--- config.mk ---
export PLATFORM = sky130hd
export DESIGN_NAME = simon_pad
export DESIGN_NICKNAME = d
export VERILOG_FILES = /design/src/rtl/simon_pad.sv
export SDC_FILE = /design/constraint.sdc
export NUM_CORES = 1
export LEC_CHECK = 0
export ABC_AREA = 1
export BUFFER_PORTS_ARGS = -buffer_cell sky130_fd_sc_hd__buf_2
export CAP_MARGIN = 40
export CORE_UTILIZATION = 55
export CTS_CLUSTER_SIZE = 28
export DETAILED_ROUTE_END_ITERATION = 7
export PLACE_DENSITY = 0.75
export SLEW_MARGIN = 20
export SYNTH_ARGS = -nofsm -noshare
export SYNTH_HDL_FRONTEND = slang
export SYNTH_SLANG_ARGS = --single-unit
--- constraint.sdc ---
create_clock -name clk -period 3.7 [get_ports clk]
set_clock_uncertainty 0.05 [all_clocks]
set_input_delay 0.185 -clock clk [delete_from_list [all_inputs] [get_ports clk]]
set_output_delay 0.185 -clock clk [all_outputs]
set_load 0.1 [all_outputs]
--- src/rtl/simon_pad.sv ---
// Player-side front end for the Simon game: button conditioning, single-press
// encoding for the game core, and the four-LED drive.
module simon_pad #(
    parameter int DEBOUNCE   = 3,
    parameter int MIN_PRESS  = 2,
    parameter int GAP        = 6,
    parameter int BLINK_HALF = 30
) (
    input  logic       clk,
    input  logic       reset,
    input  logic [3:0] btn,
    input  logic       simonTurn,
    input  logic [1:0] simonNum,
    input  logic       simonPressed,
    input  logic       gameOver,
    output logic [1:0] playerNum,
    output logic       playerPressed,
    output logic [3:0] led
);

    localparam int DB_W    = $clog2(DEBOUNCE + 1);
    localparam int HOLD_W  = $clog2(MIN_PRESS + 1);
    localparam int GAP_W   = $clog2(GAP + 1);
    localparam int BLINK_W = $clog2(BLINK_HALF + 1);

    typedef enum logic [1:0] {
        IDLE    = 2'd0,
        PRESS   = 2'd1,
        RELEASE = 2'd2,
        LOCKOUT = 2'd3
    } state_t;

    function automatic logic [3:0] oneHot(input logic [1:0] n);
        logic [3:0] v;
        case (n)
            2'd0:    v = 4'b0001;
            2'd1:    v = 4'b0010;
            2'd2:    v = 4'b0100;
            2'd3:    v = 4'b1000;
            default: v = 4'b0000;
        endcase
        return v;
    endfunction

    function automatic logic singleBit(input logic [3:0] v);
        logic r;
        case (v)
            4'b0001, 4'b0010, 4'b0100, 4'b1000: r = 1'b1;
            default:                            r = 1'b0;
        endcase
        return r;
    endfunction

    function automatic logic [1:0] bitIndex(input logic [3:0] v);
        logic [1:0] r;
        case (v)
            4'b0010: r = 2'd1;
            4'b0100: r = 2'd2;
            4'b1000: r = 2'd3;
            default: r = 2'd0;
        endcase
        return r;
    endfunction

    logic [3:0]             sync1_r;
    logic [3:0]             sync2_r;
    logic [3:0]             db_r;
    logic [3:0][DB_W-1:0]   dbCnt_r;
    state_t                 state_r;
    state_t                 stateNext_s;
    logic [HOLD_W-1:0]      holdCnt_r;
    logic [HOLD_W-1:0]      holdCntNext_s;
    logic [GAP_W-1:0]       gapCnt_r;
    logic [GAP_W-1:0]       gapCntNext_s;
    logic [GAP_W-1:0]       gapInc_s;
    logic [1:0]             playerNum_r;
    logic [1:0]             playerNumNext_s;
    logic                   playerPressed_r;
    logic                   playerPressedNext_s;
    logic                   accBit_s;
    logic                   holdDone_s;
    logic [BLINK_W-1:0]     blinkCnt_r;
    logic                   blinkPhase_r;
    logic [3:0]             led_r;
    logic [3:0]             ledNext_s;

    assign playerNum     = playerNum_r;
    assign playerPressed = playerPressed_r;
    assign led           = led_r;

    // Two-flop synchronizer and per-bit debounce; a sample matching db restarts the count.
    always_ff @(posedge clk or negedge reset) begin
        if (!reset) begin
            sync1_r <= 4'b0000;
            sync2_r <= 4'b0000;
            db_r    <= 4'b0000;
            dbCnt_r <= '0;
        end else begin
            sync1_r <= btn;
            sync2_r <= sync1_r;
            for (int i = 0; i < 4; i++) begin
                if (sync2_r[i] == db_r[i]) begin
                    dbCnt_r[i] <= '0;
                end else if (dbCnt_r[i] == DB_W'(DEBOUNCE - 1)) begin
                    db_r[i]    <= sync2_r[i];
                    dbCnt_r[i] <= '0;
                end else begin
                    dbCnt_r[i] <= dbCnt_r[i] + DB_W'(1);
                end
            end
        end
    end

    assign accBit_s   = db_r[playerNum_r];
    assign holdDone_s = (holdCnt_r >= HOLD_W'(MIN_PRESS - 1));
    assign gapInc_s   = (gapCnt_r == GAP_W'(GAP)) ? gapCnt_r : gapCnt_r + GAP_W'(1);

    // FSM state register.
    always_ff @(posedge clk or negedge reset) begin
        if (!reset) begin
            state_r <= IDLE;
        end else begin
            state_r <= stateNext_s;
        end
    end

    // Next-state logic; aborts in PRESS take priority over a normal release.
    always_comb begin
        stateNext_s = state_r;
        case (state_r)
            IDLE: begin
                if (singleBit(db_r) && !simonTurn && !gameOver) stateNext_s = PRESS;
                else                                            stateNext_s = IDLE;
            end
            PRESS: begin
                if (simonTurn || gameOver)        stateNext_s = LOCKOUT;
                else if (!accBit_s && holdDone_s) stateNext_s = RELEASE;
                else                              stateNext_s = PRESS;
            end
            RELEASE: stateNext_s = LOCKOUT;
            LOCKOUT: begin
                if ((gapInc_s >= GAP_W'(GAP)) && (db_r == 4'b0000)) stateNext_s = IDLE;
                else                                                 stateNext_s = LOCKOUT;
            end
            default: stateNext_s = IDLE;
        endcase
    end

    // Output/datapath next values; playerNum only changes on the accepting edge.
    always_comb begin
        playerNumNext_s     = playerNum_r;
        playerPressedNext_s = playerPressed_r;
        holdCntNext_s       = holdCnt_r;
        gapCntNext_s        = gapCnt_r;
        case (state_r)
            IDLE: begin
                if (stateNext_s == PRESS) begin
                    playerNumNext_s     = bitIndex(db_r);
                    playerPressedNext_s = 1'b1;
                    holdCntNext_s       = '0;
                end else begin
                    playerPressedNext_s = 1'b0;
                end
            end
            PRESS: begin
                if (stateNext_s == LOCKOUT) begin
                    playerPressedNext_s = 1'b0;
                    gapCntNext_s        = '0;
                end else begin
                    playerPressedNext_s = 1'b1;
                    if (holdCnt_r != HOLD_W'(MIN_PRESS)) holdCntNext_s = holdCnt_r + HOLD_W'(1);
                    else                                 holdCntNext_s = holdCnt_r;
                end
            end
            RELEASE: begin
                playerPressedNext_s = 1'b0;
                gapCntNext_s        = '0;
            end
            LOCKOUT: begin
                playerPressedNext_s = 1'b0;
                gapCntNext_s        = gapInc_s;
            end
            default: playerPressedNext_s = 1'b0;
        endcase
    end

    // Registered player outputs and FSM counters.
    always_ff @(posedge clk or negedge reset) begin
        if (!reset) begin
            playerNum_r     <= 2'd0;
            playerPressed_r <= 1'b0;
            holdCnt_r       <= '0;
            gapCnt_r        <= '0;
        end else begin
            playerNum_r     <= playerNumNext_s;
            playerPressed_r <= playerPressedNext_s;
            holdCnt_r       <= holdCntNext_s;
            gapCnt_r        <= gapCntNext_s;
        end
    end

    // Game-over blink timer; held cleared whenever gameOver is low.
    always_ff @(posedge clk or negedge reset) begin
        if (!reset) begin
            blinkCnt_r   <= '0;
            blinkPhase_r <= 1'b0;
        end else if (!gameOver) begin
            blinkCnt_r   <= '0;
            blinkPhase_r <= 1'b0;
        end else if (blinkCnt_r == BLINK_W'(BLINK_HALF - 1)) begin
            blinkCnt_r   <= '0;
            blinkPhase_r <= ~blinkPhase_r;
        end else begin
            blinkCnt_r   <= blinkCnt_r + BLINK_W'(1);
            blinkPhase_r <= blinkPhase_r;
        end
    end

    // LED source priority: game over, then Simon's demo, then the player.
    always_comb begin
        ledNext_s = 4'b0000;
        if (gameOver) begin
            ledNext_s = blinkPhase_r ? 4'b1111 : 4'b0000;
        end else if (simonTurn) begin
            ledNext_s = simonPressed ? oneHot(simonNum) : 4'b0000;
        end else if (playerPressed_r) begin
            ledNext_s = oneHot(playerNum_r);
        end else begin
            ledNext_s = 4'b0000;
        end
    end

    // LED output register.
    always_ff @(posedge clk or negedge reset) begin
        if (!reset) begin
            led_r <= 4'b0000;
        end else begin
            led_r <= ledNext_s;
        end
    end

endmodule

==> results.json, run 1 <==
{
  "reg2reg_slack_ns": 1.92,
  "p_per_area_mw_per_mm2": 640.4,
  "ys_ff_latch": 40,
  "start_kind": "flop",
  "wl_met3_um": 100,
  "cts_tree": "yes",
  "clock_latency_ns": 0.34,
  "slew_violations": 0,
  "synth_xor_area_share_pct": 3.391,
  "period_needed_ns": 1.778,
  "synthSimpleGateAreaFrac_pct": 23.25,
  "clock-sinks": 40,
  "synth-warning-count": 0,
  "drtIter0Drc": 64,
  "dp_cells": 261,
  "antenna_found_initial": 0,
  "critical_path.slowest_cell": "dfrtp_1",
  "dp_hpwl_mm": 2.191,
  "fillers": 267,
  "synth_compound_area_share_pct": 5.813,
  "port_buffers": 17,
  "cp_data_required_time_ns": 3.89,
  "synth.area.mux_share_pct": 1.176,
  "fin_tns_setup_ns": 0,
  "synth_top_area_cell": "dfrtp_1",
  "grt_start_max_net_pins": 41,
  "hp-class": "primary input to flop",
  "clk_path_buf_depth": 2,
  "synth_flop_cell": "dfrtp_1",
  "cp_max_fo": 4,
  "drtAntennaViolNets": 0,
  "total_power_mw": 1.327,
  "clockRootBuffer": "clkbuf_4",
  "rsz0062_at_grt": "no",
  "n_antenna_cell": 0,
  "synth.most_common_cell": "dfrtp_1",
  "highest_layer": "met4",
  "hold_buffers": 5,
  "num_rows": 20,
  "hold_violations": 0,
  "drive_above_1_share_pct": 18.26,
  "crit_arrival_ns": 1.96,
  "synth_edf_count": 0,
  "critPathKind": "flop to flop",
  "async_flop_share_pct": 100.0,
  "synth_top_family_by_area": "simple AND/OR/NAND/NOR gates",
  "clkTransAtPathRegs_ns": 0.11,
  "max_freq_mhz": 562.5,
  "dieArea_mm2": 0.003521,
  "synthCells": 200,
  "vias_per_cell": 4.854,
  "gp_congestion": 0.7788,
  "seqCellArea_mm2": 0.001001,
  "wl_mm": 2.950,
  "area.growth.synth_to_final_pct": 14.60,
  "cts-resized-gates": 0,
  "cts_setup_buffers": 0,
  "status": "completed",
  "grt_pass1_vias": 1300,
  "seq_area_frac_synth_pct": 55.36,
  "worstPathCellList": "inv_1, ha_1, nand2_1, nand2_1, nor2_2, nor2_1, nor2_1, inv_1, nand2_2, nand2_2, nand2_2, nand2_2, nand2_1, nand2_1",
  "wl_met2_mm": 1.440,
  "synthAdderAreaFrac_pct": 4.152,
  "cp-end-kind": "flop",
  "setup_violations": 0,
  "wl_met1_mm": 1.363,
  "netlist.area_leader.share_pct": 55.36,
  "p_leak_nw": 1.058,
  "whs_ns": 0.1467,
  "start_util_pct": 58.74,
  "ir_worst_vdd_mv": 0.3541,
  "chipWidth_um": 59.34,
  "die_h_um": 59.34,
  "stdcell_count": 274,
  "cp_num_buf_inv": 2,
  "max_slew_margin_pct": 67.32,
  "fin_util_pct": 67.32,
  "synthTopCellsByArea": "dfrtp_1, nand2_1, inv_1",
  "tightest_slew_ns": 0.4936,
  "drc_errors": 0,
  "ios": 18,
  "synth_fp_nets": 217,
  "htreeDepth": 2,
  "grt-ovfl-total": 0,
  "num_vias": 1330,
  "cpPeakStageDelay_ns": 0.42,
  "netlist_area_mm2": 0.001808,
  "post_drt_wl_per_cell_um": 10.77,
  "avgSynthCellArea_um2": 9.040,
  "grt_pass1_wl_mm": 5.106,
  "cts_made_buffers": 5,
  "period_share_pct": 48.04,
  "yosysUniqueCellTypes": 21,
  "gr-usage-all-layers_pct": 19.87,
  "multi_input_area_um2": 683.2,
  "drtPass1Iterations": 4,
  "core_area_mm2": 0.003078,
  "yosys-top-cells-count": "dfrtp_1, nand2_1, inv_1",
  "path_delay_family": "simple AND/OR/NAND/NOR gates",
  "layout.nets": 247,
  "drv_cap": 0
}
-- per-stage QoR --
| stage | area, um2 | setup slack [ns] |
|---|---|---|
| 2_1_floorplan | 1808 | 1.692 |
| 3_3_place_gp | 1948 | 2.043 |
| 3_5_place_dp | 1948 | 1.921 |
| 4_1_cts | 2044 | 1.899 |
| 5_1_grt | 2072 | 1.745 |
| 6_report | 2072 | 1.922 |
-- worst reg2reg max path: stages, from the launching register on --
cell	delay, ns
dfrtp_1	0.42
inv_1	0.08
ha_1	0.22
nand2_1	0.09
nand2_1	0.09
nor2_2	0.09
nor2_1	0.04
nor2_1	0.15
inv_1	0.07
nand2_2	0.08
nand2_2	0.07
nand2_2	0.07
nand2_2	0.06
nand2_1	0.06
nand2_1	0.05
-- final cells by class --
type | instances | area share, %
Sequential cell | 40 | 48.31
Tap cell | 44 | 2.657
Inverter | 33 | 5.978
Clock inverter | 1 | 0.2415
Timing Repair Buffer | 23 | 7.850
Multi-Input combinational cell | 127 | 32.97
Clock buffer | 6 | 1.993
-- path summary, 6_finish.rpt --
path / from / to / cells after the start
max in group asynchronous: reset / blinkCnt_r[1] / 3
hold reg to reg: sync1_r[2] / sync2_r[2] / 0
setup reg to reg: gapCnt_r[0] / gapCnt_r[0] / 14
setup / recovery: gapCnt_r[0] / gapCnt_r[0] / 14
hold / removal: gameOver / led[1] / 3
min in group asynchronous: reset / playerPressed / 2
-- sequential cells by signal (all words and copies together), names as in the netlist, 2 cells and up --
register and count:
state_r 2, gapCnt_r 3, holdCnt_r 2, sync1_r 4, playerNum 2, led 4, sync2_r 4, blinkCnt_r 5
dbCnt_r 8, db_r 4
-- placed cells by master (no fill, tap or decap), drive strengths merged, types with 2 or more instances in the layout --
| master | count |
|---|---|
| a21oi | 5 |
| a41oi | 4 |
| buf | 18 |
| clkbuf | 6 |
| dfrtp | 40 |
| dlygate4sd3 | 5 |
| ha | 6 |
| inv | 33 |
| nand2 | 46 |
| nand3 | 13 |
| nor2 | 23 |
| nor3 | 12 |
| o21ai | 7 |
| xnor2 | 5 |
| xor2 | 2 |
-- per-layer routing --
layer | vias to the layer above | track usage [%]
met2 | 21 | 32.10
met5 | - | 0
li1 | 691 | -
met1 | 613 | 24.31
met3 | 5 | 6.987
met4 | 0 | 7.823
-- logic make-up after synthesis --
family	Yosys count
AND/OR/NAND/NOR	95
XOR/XNOR	7
adder cells (fa/ha/maj)	6
flip-flops	40
buffers and inverters	33
AO/OA/AOI/OAI	17
multiplexers	2
-- report_power, final --
part           total (mW)  internal (mW)  leakage, nW  switching (mW)
Clock               0.199         0.0701       0.0281           0.129
Combinational       0.479          0.176        0.534           0.303
Sequential          0.649          0.546        0.496           0.103
Total                1.33          0.792         1.06           0.534
No activity file was read; power rests on OpenSTA's default activity.
==> run 2: changes to the inputs <==
- clock period: 3.7 -> 1.8 ns (I/O delays scaled with it)
==> results.json, run 2 (synthesized netlist as in run 1, its figures left out) <==
{
  "p_sw_share_pct": 40.89,
  "post_drt_wl_per_cell_um": 11.29,
  "final_common_cell": "dfrtp_1",
  "cp_common_cell": "nand2_2",
  "p_per_area_mw_per_mm2": 1352,
  "drtPass1Iterations": 4,
  "ir_worst_vdd_mv": 0.8059,
  "critical_path.slowest_cell": "dfrtp_1",
  "comb_power_share_pct": 37.8,
  "p_int_mw": 1.704,
  "num_rows": 20,
  "largest_register_ffs": 8,
  "die_h_um": 59.34,
  "fillers": 247,
  "setup_violations": 0,
  "cp_data_required_time_ns": 2.00,
  "clock-sinks": 40,
  "rsz0062_at_grt": "yes",
  "worstPathCellList": "inv_2, ha_4, nand2_2, nand2_2, nor2_2, nor2_1, nor2_1, inv_1, nand2_2, nand2_2, nand2_2, nand2_4, nand2_2, nand2_2",
  "clock_latency_ns": 0.36,
  "crit_arrival_ns": 1.92,
  "cp-end-kind": "flop",
  "clkTransAtPathRegs_ns": 0.12,
  "drc_errors": 0,
  "layout.nets": 252,
  "start_kind": "flop",
  "clk_path_buf_depth": 2,
  "drtAntennaViolNets": 0,
  "reg2reg_depth": 14,
  "dp_hpwl_mm": 2.263,
  "drtIter0Drc": 66,
  "area.growth.synth_to_final_pct": 17.92,
  "port_buffers": 17,
  "grt_pass1_vias": 1360,
  "ios": 18,
  "clockRootBuffer": "clkbuf_4",
  "n_antenna_cell": 0,
  "dieArea_mm2": 0.003521,
  "cts_tree": "yes",
  "crit_cells": 14,
  "vias_per_cell": 4.832,
  "drive_above_1_share_pct": 24.58,
  "tightest_slew_ns": 0.4842,
  "grt_start_max_net_pins": 41,
  "power_frac_clock_pct": 15.5,
  "max_freq_mhz": 582.2,
  "max_slew_margin_pct": 67.72,
  "fin_tns_setup_ns": 0,
  "regMostFlops": "dbCnt_r",
  "htreeDepth": 2,
  "power_frac_seq_pct": 46.8,
  "start_util_pct": 58.74,
  "num_vias": 1353,
  "chipWidth_um": 59.34,
  "stdcell_count": 280,
  "cpPeakStageDelay_ns": 0.43,
  "gr-usage-all-layers_pct": 22.28,
  "final_cell_mix": "dfrtp_1, nand2_1, inv_1",
  "slew_violations": 0,
  "dp_cells": 263,
  "critPathKind": "flop to flop",
  "antenna_found_initial": 0,
  "grt-ovfl-total": 0,
  "p_leak_nw": 1.070,
  "cp_max_fo": 4,
  "min_path_cells": 3,
  "path_delay_family": "simple AND/OR/NAND/NOR gates",
  "switchingPower_mw": 1.179,
  "gp_congestion": 0.8449,
  "status": "completed",
  "cts_made_buffers": 5,
  "top_regs": "dbCnt_r (8), blinkCnt_r (5)",
  "cp_num_buf_inv": 2,
  "drv_cap": 0,
  "wl_mm": 3.160,
  "period_needed_ns": 1.718,
  "grt_pass1_wl_mm": 5.630,
  "hold_violations": 0,
  "hp-class": "primary input to flop",
  "period_share_pct": 95.42,
  "core_area_mm2": 0.003078
}
==> run 2: power by group through the flow <==
stage / logic [mW] / registers [mW] / clock network [mW]
final: 1.09 / 1.35 / 0.446
after global routing: 1.25 / 1.39 / 0.491
after CTS: 0.999 / 1.33 / 0.458
after detailed placement: 0.982 / 1.35 / 0
after global placement: 0.935 / 1.33 / 0
after floorplan: 0.686 / 1.41 / 0
==> run 2: metal layers <==
metal	vias up	GRT usage, %	share of wire, %
li1	697	-	-
met1	635	24.93	46
met2	13	37.72	49
met3	8	7.205	2.7
met4	0	11.56	2.5
met5	-	0	0
==> run 2: worst paths after layout <==
path / from / to / slack [ns]
worst min-delay path: gameOver / led[3] / 0.03
worst max-delay path: gapCnt_r[0] / gapCnt_r[2] / 0.08
worst min register to register: sync1_r[3] / sync2_r[3] / 0.31
max in group asynchronous: reset / playerNum[0] / 1.08
min in group asynchronous: reset / playerPressed / 0.25
worst max register to register: gapCnt_r[0] / gapCnt_r[2] / 0.08
==> run 2: worst register-to-register path: stages, from the launching register on <==
cell     delay, ns
dfrtp_1       0.43
inv_2         0.07
ha_4          0.16
nand2_2       0.06
nand2_2       0.06
nor2_2        0.11
nor2_1        0.04
nor2_1        0.16
inv_1         0.07
nand2_2       0.07
nand2_2       0.06
nand2_2       0.09
nand2_4       0.07
nand2_2       0.06
nand2_2       0.05
==> run 2: stage by stage <==
stage	setup WS [ns]	instance area (um2)	hold WS [ns]	utilization, %	power (mW)
6_report	0.08235	2132	0.03148	69.27	2.883
5_1_grt	-0.03501	2132	0.03160	69.27	3.129
4_1_cts	0.01020	2069	0.01668	67.24	2.789
3_5_place_dp	0.03445	1966	0.1228	63.86	2.333
3_3_place_gp	0.1508	1966	0.1130	63.86	2.268
2_1_floorplan	0.1090	1810	-0.2556	-	2.099
==> run 2: repair_timing <==
action / CTS / global route
buffers inserted: 0 / 4
hold endpoints to repair: 44 / 0
setup endpoints to repair: 0 / 5
hold buffers: 5 / 0
resized for setup: 0 / 10
==> run 2: area by class of cell <==
cell class / count / area, um2 / share of cell area [%]
multi-input combinational: 127 / 715.7 / 33.57
clock inverter: 2 / 12.51 / 0.5869
timing repair buffer: 28 / 180.2 / 8.451
clock buffer: 6 / 41.29 / 1.937
sequential: 40 / 1003 / 47.07
inverter: 33 / 123.9 / 5.810
tap: 44 / 55.05 / 2.582
